--- src/rtl/pkt_ff_rd_ctrl.sv ---
// Read-side controller of the async packet FIFO.
// Synchronises the write gray pointer, flags empty and issues RAM reads.
// Re-times the 1-cycle RAM read port into a valid/ready packet stream
// through a 3-entry skid buffer, and checks SOP/EOP framing.
module pkt_ff_rd_ctrl #(
  parameter int unsigned PTR_W  = 8,
  parameter int unsigned DATA_W = 32
) (
  input  logic              clk,
  input  logic              rst,
  input  logic [PTR_W-1:0]  wptr_gry,
  input  logic [PTR_W-1:0]  rptr,
  output logic              rd_en,
  output logic [PTR_W-2:0]  rd_addr,
  input  logic [DATA_W+1:0] rd_data,
  output logic              pkt_valid,
  input  logic              pkt_ready,
  output logic              pkt_sop,
  output logic              pkt_eop,
  output logic [DATA_W-1:0] pkt_data,
  output logic              ff_empty,
  output logic              fr_err
);

  typedef enum logic {
    ST_IDLE,
    ST_IN_PKT
  } state_t;

  function automatic logic [PTR_W-1:0] gray2bin(input logic [PTR_W-1:0] g);
    logic [PTR_W-1:0] b;
    b = '0;
    b[PTR_W-1] = g[PTR_W-1];
    for (int unsigned i = 1; i < PTR_W; i++) begin
      b[PTR_W-1-i] = b[PTR_W-i] ^ g[PTR_W-1-i];
    end
    return b;
  endfunction

  function automatic logic [1:0] next_slot(input logic [1:0] p);
    return (p == 2'd2) ? 2'd0 : p + 2'd1;
  endfunction

  logic [PTR_W-1:0]  wsync1_q, wsync2_q;
  logic [PTR_W-1:0]  wbin, rbin, avail;
  logic              inflight_q;
  logic [2:0]        pending;
  logic [1:0]        occ_q, occ_d;
  logic [1:0]        wr_ptr_q, wr_ptr_d;
  logic [1:0]        rd_ptr_q, rd_ptr_d;
  logic [DATA_W+1:0] buf_q [3];
  logic [DATA_W+1:0] head;
  logic              head_sop, head_eop;
  logic              push, pop;
  state_t            state_q;
  logic              fr_err_q;

  // Two-flop synchroniser for the write-domain gray pointer
  always_ff @(posedge clk) begin
    if (rst) begin
      wsync1_q <= '0;
      wsync2_q <= '0;
    end else begin
      wsync1_q <= wptr_gry;
      wsync2_q <= wsync1_q;
    end
  end

  // Pointer arithmetic: modular distance covers full-range wrap; RAM address is the low bits
  always_comb begin
    wbin     = gray2bin(wsync2_q);
    rbin     = gray2bin(rptr);
    avail    = wbin - rbin;
    ff_empty = (avail == '0);
    rd_addr  = rbin[PTR_W-2:0];
  end

  // Read issue: words already requested count against buffer space, same-cycle pop does not
  always_comb begin
    pending = {1'b0, occ_q} + {2'b00, inflight_q};
    rd_en   = !rst && !ff_empty && (pending < 3'd3);
  end

  // Tracks the read whose data lands on rd_data next cycle
  always_ff @(posedge clk) begin
    if (rst) begin
      inflight_q <= 1'b0;
    end else begin
      inflight_q <= rd_en;
    end
  end

  // Output buffer next-state: push landed RAM data, pop on handshake
  always_comb begin
    push     = inflight_q;
    pop      = pkt_valid && pkt_ready;
    occ_d    = occ_q;
    wr_ptr_d = wr_ptr_q;
    rd_ptr_d = rd_ptr_q;
    if (push && !pop) begin
      occ_d = occ_q + 2'd1;
    end else if (pop && !push) begin
      occ_d = occ_q - 2'd1;
    end
    if (push) begin
      wr_ptr_d = next_slot(wr_ptr_q);
    end
    if (pop) begin
      rd_ptr_d = next_slot(rd_ptr_q);
    end
  end

  // Output buffer occupancy and pointers
  always_ff @(posedge clk) begin
    if (rst) begin
      occ_q    <= '0;
      wr_ptr_q <= '0;
      rd_ptr_q <= '0;
    end else begin
      occ_q    <= occ_d;
      wr_ptr_q <= wr_ptr_d;
      rd_ptr_q <= rd_ptr_d;
    end
  end

  // Output buffer storage; contents are don't-care while empty so no reset
  always_ff @(posedge clk) begin
    if (!rst && push) begin
      buf_q[wr_ptr_q] <= rd_data;
    end
  end

  // Head entry drives the stream; outputs are zeroed while nothing is buffered
  always_comb begin
    head      = buf_q[rd_ptr_q];
    head_sop  = head[DATA_W+1];
    head_eop  = head[DATA_W];
    pkt_valid = (occ_q != 2'd0);
    pkt_sop   = pkt_valid && head_sop;
    pkt_eop   = pkt_valid && head_eop;
    pkt_data  = pkt_valid ? head[DATA_W-1:0] : '0;
  end

  // Framing checker: advances on every accepted word, error flag is sticky
  always_ff @(posedge clk) begin
    if (rst) begin
      state_q  <= ST_IDLE;
      fr_err_q <= 1'b0;
    end else if (pop) begin
      unique case (state_q)
        ST_IDLE: begin
          if (!head_sop) begin
            fr_err_q <= 1'b1;
          end else if (!head_eop) begin
            state_q <= ST_IN_PKT;
          end
        end
        ST_IN_PKT: begin
          if (head_sop) begin
            // Unexpected SOP restarts the packet after flagging the error
            fr_err_q <= 1'b1;
            state_q  <= head_eop ? ST_IDLE : ST_IN_PKT;
          end else if (head_eop) begin
            state_q <= ST_IDLE;
          end
        end
      endcase
    end
  end

  assign fr_err = fr_err_q;

  a_no_overflow: assert property (@(posedge clk) disable iff (rst)
    !(push && !pop && (occ_q == 2'd3)));

endmodule

--- config.mk ---
export PLATFORM = sky130hd
export DESIGN_NAME = pkt_ff_rd_ctrl
export DESIGN_NICKNAME = d
export VERILOG_FILES = /design/src/rtl/pkt_ff_rd_ctrl.sv
export SDC_FILE = /design/constraint.sdc
export NUM_CORES = 1
export LEC_CHECK = 0
export ABC_AREA = 1
export BUFFER_PORTS_ARGS = -buffer_cell sky130_fd_sc_hd__buf_2
export CORE_UTILIZATION = 41
export DETAILED_ROUTE_END_ITERATION = 16
export GPL_TIMING_DRIVEN = 0
export HOLD_SLACK_MARGIN = 0.02
export PLACE_DENSITY = 0.63
export SLEW_MARGIN = 10
export SYNTH_ARGS = -nofsm -noshare
export SYNTH_HDL_FRONTEND = slang
export SYNTH_SLANG_ARGS = --single-unit
--- constraint.sdc ---
create_clock -name clk -period 4.8 [get_ports clk]
set_input_delay 0.48 -clock clk [delete_from_list [all_inputs] [get_ports clk]]
set_output_delay 0.48 -clock clk [all_outputs]
set_load 0.1 [all_outputs]
==> impl_metrics.py, run 1 <==
metrics = {
    "global_route": {
        "globalRouteTotalUtil_pct": 17.4,
        "antenna_found_initial": 3,
        "grt_pass1_wl_um": 19300,
        "grt_pass1_vias": 4164,
        "grt_max_degree": 22,
        "grt_overflow_total": 0,
    },
    "min_path": {
        "hold_path_depth": 1,
        "min_path_type": "in -> reg",
    },
    "synthesis": {
        "synth_fp_nets": 613,
        "synth_area_um2": 5760,
        "ys_types": 33,
        "syn_inst": 553,
        "synth-seq-area-share_pct": 62.6,
        "ys_warn_count": 0,
        "syn_avg_cell_area_um2": 10.4,
        "ys_seq_elements": 129,
    },
    "timing": {
        "slew_headroom_pct": 63.2,
        "worst_pin_slew_ns": 0.552,
        "fin_crit_sh_pct": 76.9,
        "skew_ns": 0.00623,
        "max_freq_mhz": 271,
        "fin_crit_ns": 3.69,
        "setup_ws_ns": 1.11,
        "slew_violations": 0,
        "rsz0062_at_grt": "no",
        "finalSetupViolCount": 0,
        "final_hold_viol_count": 0,
    },
    "finish": {
        "fin_area_um2": 7160,
        "area_growth_pct": 24.3,
        "final_layout_size_suffix_gt1_share_pct": 26.1,
        "fin_util_pct": 53.2,
        "fill_cells": 1205,
        "fin_nets": 738,
    },
    "placed_design": {
        "hpwl_um": 8660,
        "place.gp.congestion": 0.851,
        "dpl_cell_area_um2": 6600,
        "io_buffer_count": 97,
        "place_ws_ns": 1.24,
    },
    "worst_setup_path": {
        "crit_arrival_ns": 3.21,
        "critPathKind": "reg -> out",
        "crit_path_start_kind": "flip-flop",
        "crit_path_end_kind": "output port",
        "crit_fanout": 4,
        "r2r_cells": 21,
        "required_ns": 4.32,
    },
    "flow_run": {
        "cap_violations": 0,
    },
    "route": {
        "drc": 0,
        "routedWlPerCell_um": 13.7,
        "firstDrtPassIters": 4,
        "vias_per_cell": 4.86,
        "wl_um": 11900,
        "vias": 4213,
        "final_antenna_net_count": 0,
        "first_iter_violations": 198,
    },
    "floorplan": {
        "die_height_um": 121,
        "ios": 98,
        "core_um2": 13500,
        "initial_core_util_pct": 42.8,
        "die_x_um": 121,
        "num_rows": 42,
        "dieArea_um2": 14500,
    },
    "outcome": {
        "outcome": "finished, final reports clean",
    },
    "clock_network": {
        "clk_path_buf_depth": 2,
        "clk_latency_ns": 0.39,
        "cts_tree": "done",
        "htreeDepth": 4,
        "cts.sinks": 129,
        "clk_pin_slew_ns": 0.05,
        "postCtsResizedCells": 0,
        "cts_setup_buffers": 0,
        "clockRootBuffer": "clkbuf_16",
        "cts_buffers": 17,
        "cts_hold_buf": 0,
    },
    "pwr": {
        "peakVddDrop_mv": 0.588,
        "power.density_nw_per_um2": 699,
        "leakage_nw": 3.27,
    },
}
==> worst paths after layout <==
check                    startpoint                     end  slack, ns
min                     rd_data[29]  buf_q[2][29]$_DFFE_PP_       0.28
max          wsync2_q[7]$_SDFF_PP0_                ff_empty       1.11
max reg2reg  wsync2_q[7]$_SDFF_PP0_   inflight_q$_SDFF_PP0_       2.25
min reg2reg  wsync1_q[1]$_SDFF_PP0_  wsync2_q[1]$_SDFF_PP0_       0.40
==> cells by family after synthesis <==
family,share of synthesized area [%]
AOI/OAI and AO/OA,6.86
DFF,62.6
xor gates and xnor gates,0.456
buffers and inverters,7.36
and+or+nand+nor,21.2
adders and majority gates,1.52
==> flip-flops by register name, summed over array words and instances (netlist names), named ones only <==
| register | cells |
|---|---|
| inflight_q | 1 |
| wsync2_q | 8 |
| wr_ptr_q | 2 |
| buf_q | 102 |
| state_q | 1 |
| occ_q | 2 |
| wsync1_q | 8 |
| rd_ptr_q | 2 |
| fr_err | 1 |
==> cells in the mapped netlist (all sizes together) <==
master	n	area [um2]
a211o	1	8.76
a211oi	1	7.51
a21oi	8	40.0
a31o	2	17.5
and3	1	6.26
buf	5	18.8
clkbuf	14	52.6
clkinv	2	7.51
dfxtp	27	541
edfxtp	102	3060
ha	7	87.6
inv	92	345
nand2	136	586
nand3	72	473
nand3b	1	7.51
nand4	2	12.5
nor2	29	116
nor3	2	10.0
nor4	1	6.26
o2111ai	1	8.76
o211a	1	10.0
o211ai	33	248
o21ai	8	43.8
o221a	1	11.3
or2	1	6.26
xnor2	3	26.3
==> worst max-delay path, cell delays in order, from the launching register on <==
cell and delay [ns]:
dfxtp_1 0.37, inv_1 0.07, nand2_1 0.09, nand3_2 0.09, nand3_1 0.12, nand3_2 0.15, nand2_2 0.13, nand2_1 0.08
nand3_1 0.08, nand2_2 0.11, xnor2_1 0.14, ha_1 0.20, inv_1 0.11, nand4_1 0.13, nand2_1 0.10, nand2_1 0.05
nand2_1 0.05, nand2_1 0.05, nor2_2 0.09, nand3_2 0.11, inv_1 0.06, buf_2 0.41
==> layer usage <==
layer	up-vias	global-route usage (%)	wire length [um]
li1	2115	-	-
met1	1977	18.9	4920
met2	103	32.3	6260
met3	16	4.91	575
met4	2	5.56	155
met5	-	0	10
==> metrics by stage <==
stage               total power, mW  hold WS (ns)  instances  TNS [ns]
floorplan                      3.38         0.388        553         0
global placement               3.78         0.392        826    -39.80
detailed placement             3.83         0.398        835         0
CTS                            5.04         0.270        865         0
global route                   5.22         0.268        866         0
finish                         5.00         0.283        867         0
==> cells in the final DEF (no fill, tap or decap), types with 2 or more instances in the layout <==
master and n:
nand3_4 3, diode_2 2, nand2_4 6, bufinv_16 3
a21oi_1 8, ha_1 7, nand2_1 118, buf_1 5
buf_4 3, inv_2 4, o21ai_0 7, buf_6 5
edfxtp_1 102, inv_1 88, nor2_2 3, a31o_2 2
clkinv_1 7, o211ai_1 33, buf_2 97, dfxtp_1 27
nand3_2 15, nand2_2 12, nor3_2 2, xnor2_1 2
nor2_1 25, clkinv_2 2, clkbuf_16 17, clkbuf_1 17
nand3_1 54, nand4_1 2
==> report_power, final <==
| group | switching (mW) | leakage [nW] | internal, mW |
|---|---|---|---|
| clock network | 0.414 | 0.271 | 0.798 |
| logic | 1.99 | 1.84 | 0.420 |
| registers | 0.0432 | 1.15 | 1.34 |
==> cell type report <==
| type | instances | area (um2) | share of cell area (%) |
|---|---|---|---|
| diodes | 2 | 5.00 | 0.0699 |
| plain buffers | 19 | 71.3 | 0.996 |
| clock buffers | 20 | 437 | 6.10 |
| clock inverters | 10 | 119 | 1.66 |
| inverters | 94 | 353 | 4.93 |
| multi-input cells | 311 | 1760 | 24.6 |
| flip-flops and latches | 129 | 3600 | 50.3 |
| well taps | 176 | 220 | 3.08 |
| repair buffers | 106 | 592 | 8.27 |
Note: power is estimated with default switching activity, not from simulation.
==> run 2: changes to the inputs <==
- clock period: 4.8 -> 3.8 ns (I/O delays scaled with it)
==> run 2 against run 1 <==
Die area is the same. First-iteration DRC count grew 4.5%. Register-to-register slack lost 1.0 ns. Wire length grew 1.0%. Critical path type unchanged. Critical endpoint unchanged. Largest cell class unchanged. Largest power group unchanged.
==> impl_metrics.py, run 2 (synthesized netlist as in run 1, its figures left out) <==
metrics = {
    "clock_network": {
        "clk_pin_slew_ns": 0.05,
        "clk_path_buf_depth": 2,
        "clockRootBuffer": "clkbuf_16",
        "cts.sinks": 129,
        "cts_buffers": 17,
        "cts_setup_buffers": 0,
        "postCtsResizedCells": 0,
        "cts_hold_buf": 0,
        "htreeDepth": 4,
        "cts_tree": "done",
        "clk_latency_ns": 0.41,
    },
    "route": {
        "first_iter_violations": 207,
        "routedWlPerCell_um": 13.9,
        "wl_um": 12000,
        "drc": 0,
        "vias": 4260,
        "final_antenna_net_count": 0,
        "firstDrtPassIters": 4,
        "vias_per_cell": 4.90,
    },
    "worst_setup_path": {
        "r2r_end": "inflight_q$_SDFF_PP0_",
        "critPathKind": "reg -> out",
        "critPathLaunch": "wsync2_q[6]$_SDFF_PP0_",
        "cpMostUsedCell": "nand2_1",
        "crit_chain": "inv_1, nand2_1, nand3_2, nand3_1, nand3_2, nand2_2, nand2_1, nand3_1, nand2_2, xnor2_1, ha_1, inv_1, nand4_1, nand2_1, nand2_1, nand2_1, nand2_1, nor2_2, nand3_2, inv_1, buf_6",
        "path_delay_family": "simple AND/OR/NAND/NOR gates",
        "crit_path_start_kind": "flip-flop",
        "crit_slowest_cell": "dfxtp_1",
        "crit_arrival_ns": 3.05,
        "required_ns": 3.42,
        "r2r_cells": 21,
        "crit_fanout": 4,
        "crit_path_end_kind": "output port",
        "crit_buf_inv": 4,
        "crit_path_max_incr_delay_ns": 0.34,
        "r2r_setup_slack_ns": 1.25,
        "rr_startpoint": "wsync2_q[6]$_SDFF_PP0_",
    },
    "finish": {
        "largest-register": "buf_q",
        "final_layout_size_suffix_gt1_share_pct": 26.8,
        "area_growth_pct": 25.2,
        "final_common_cell": "nand2_1",
        "fin_util_pct": 53.6,
        "fill_cells": 1215,
        "regArea_um2": 3600,
        "final_cell_mix": "nand2_1 (118), edfxtp_1 (102), buf_2 (95), inv_1 (88), nand3_1 (54)",
        "largest_reg_flops": 102,
        "multi_input_area_um2": 1780,
        "top_regs": "buf_q x102, wsync1_q x8, wsync2_q x8",
        "fin_nets": 738,
        "stdcell_count": 869,
    },
    "floorplan": {
        "dieArea_um2": 14500,
        "die_height_um": 121,
        "core_um2": 13500,
        "initial_core_util_pct": 42.8,
        "die_x_um": 121,
        "ios": 98,
        "num_rows": 42,
    },
    "timing": {
        "fin_tns_setup_ns": 0,
        "finalSetupViolCount": 0,
        "final_hold_viol_count": 0,
        "slew_headroom_pct": 61.4,
        "setup_ws_ns": 0.367,
        "fin_crit_ns": 3.43,
        "hold_slack_ns": 0.171,
        "worst_pin_slew_ns": 0.579,
        "fin_crit_sh_pct": 90.3,
        "skew_ns": 0.00637,
        "slew_violations": 0,
        "max_freq_mhz": 291,
        "rsz0062_at_grt": "no",
    },
    "global_route": {
        "grt_overflow_total": 0,
        "grt_max_degree": 25,
        "antenna_found_initial": 2,
        "globalRouteTotalUtil_pct": 17.8,
        "grt_pass1_vias": 4193,
        "grt_pass1_wl_um": 19500,
    },
    "min_path": {
        "whs_endpoint": "buf_q[2][6]$_DFFE_PP_",
        "hold_start": "rd_data[6]",
        "min_path_type": "in -> reg",
        "hold_path_depth": 1,
    },
    "pwr": {
        "peakVddDrop_mv": 0.752,
        "p_sw_mw": 3.13,
        "power.density_nw_per_um2": 885,
        "power_frac_clock_pct": 24.7,
        "power_switching_share_pct": 49.1,
        "leakage_nw": 3.27,
        "power.internal_mw": 3.25,
        "p_seq_share_pct": 27.4,
        "power_frac_comb_pct": 48.0,
    },
    "flow_run": {
        "cap_violations": 0,
    },
    "placed_design": {
        "place_ws_ns": 0.424,
        "hpwl_um": 8590,
        "dp.cells": 835,
        "io_buffer_count": 97,
        "place.gp.congestion": 0.875,
    },
    "outcome": {
        "outcome": "finished, final reports clean",
    },
}
## run 2: worst max path at each step
stage / endpoint / slack, ns / depth (start not counted)
2_1_floorplan: rd_en / 0.21 / 21
3_3_place_gp: buf_q[2][28]$_DFFE_PP_ / -1.58 / 4
3_5_place_dp: ff_empty / 0.42 / 22
4_1_cts: ff_empty / 0.13 / 21
5_1_grt: rd_en / 0.02 / 23
6_report: ff_empty / 0.37 / 21
## run 2: layout make-up
class,instances,share of cell area [%]
diodes,2,0.0694
clock inverters,12,1.96
multi-input cells,311,24.6
repair buffers,106,8.33
flip-flops and latches,129,50.0
clock buffers,20,6.06
plain buffers,19,0.989
inverters,94,4.89
well taps,176,3.05
## run 2: metal layers
layer / track usage, % / vias up / part of all wire (%)
met3: 5.42 / 10 / 4.9
li1: - / 2114 / -
met2: 32.2 / 107 / 53
met1: 19.1 / 2027 / 41
met4: 7.79 / 2 / 1.2
met5: 0 / - / 0.11
## run 2: through the flow
step / total power, mW / area (um2)
6_report: 6.38 / 7210
5_1_grt: 6.64 / 7210
4_1_cts: 6.41 / 7180
3_5_place_dp: 4.84 / 6610
3_3_place_gp: 4.78 / 6480
2_1_floorplan: 4.27 / 5780
## run 2: power by group through the flow
| stage | Sequential (mW) | Clock (mW) | Combinational (mW) |
|---|---|---|---|
| floorplan | 1.79 | 0 | 2.48 |
| global route | 1.76 | 1.65 | 3.23 |
| detailed placement | 1.77 | 0 | 3.07 |
| CTS | 1.75 | 1.59 | 3.08 |
| global placement | 1.78 | 0 | 3.00 |
| finish | 1.75 | 1.57 | 3.06 |
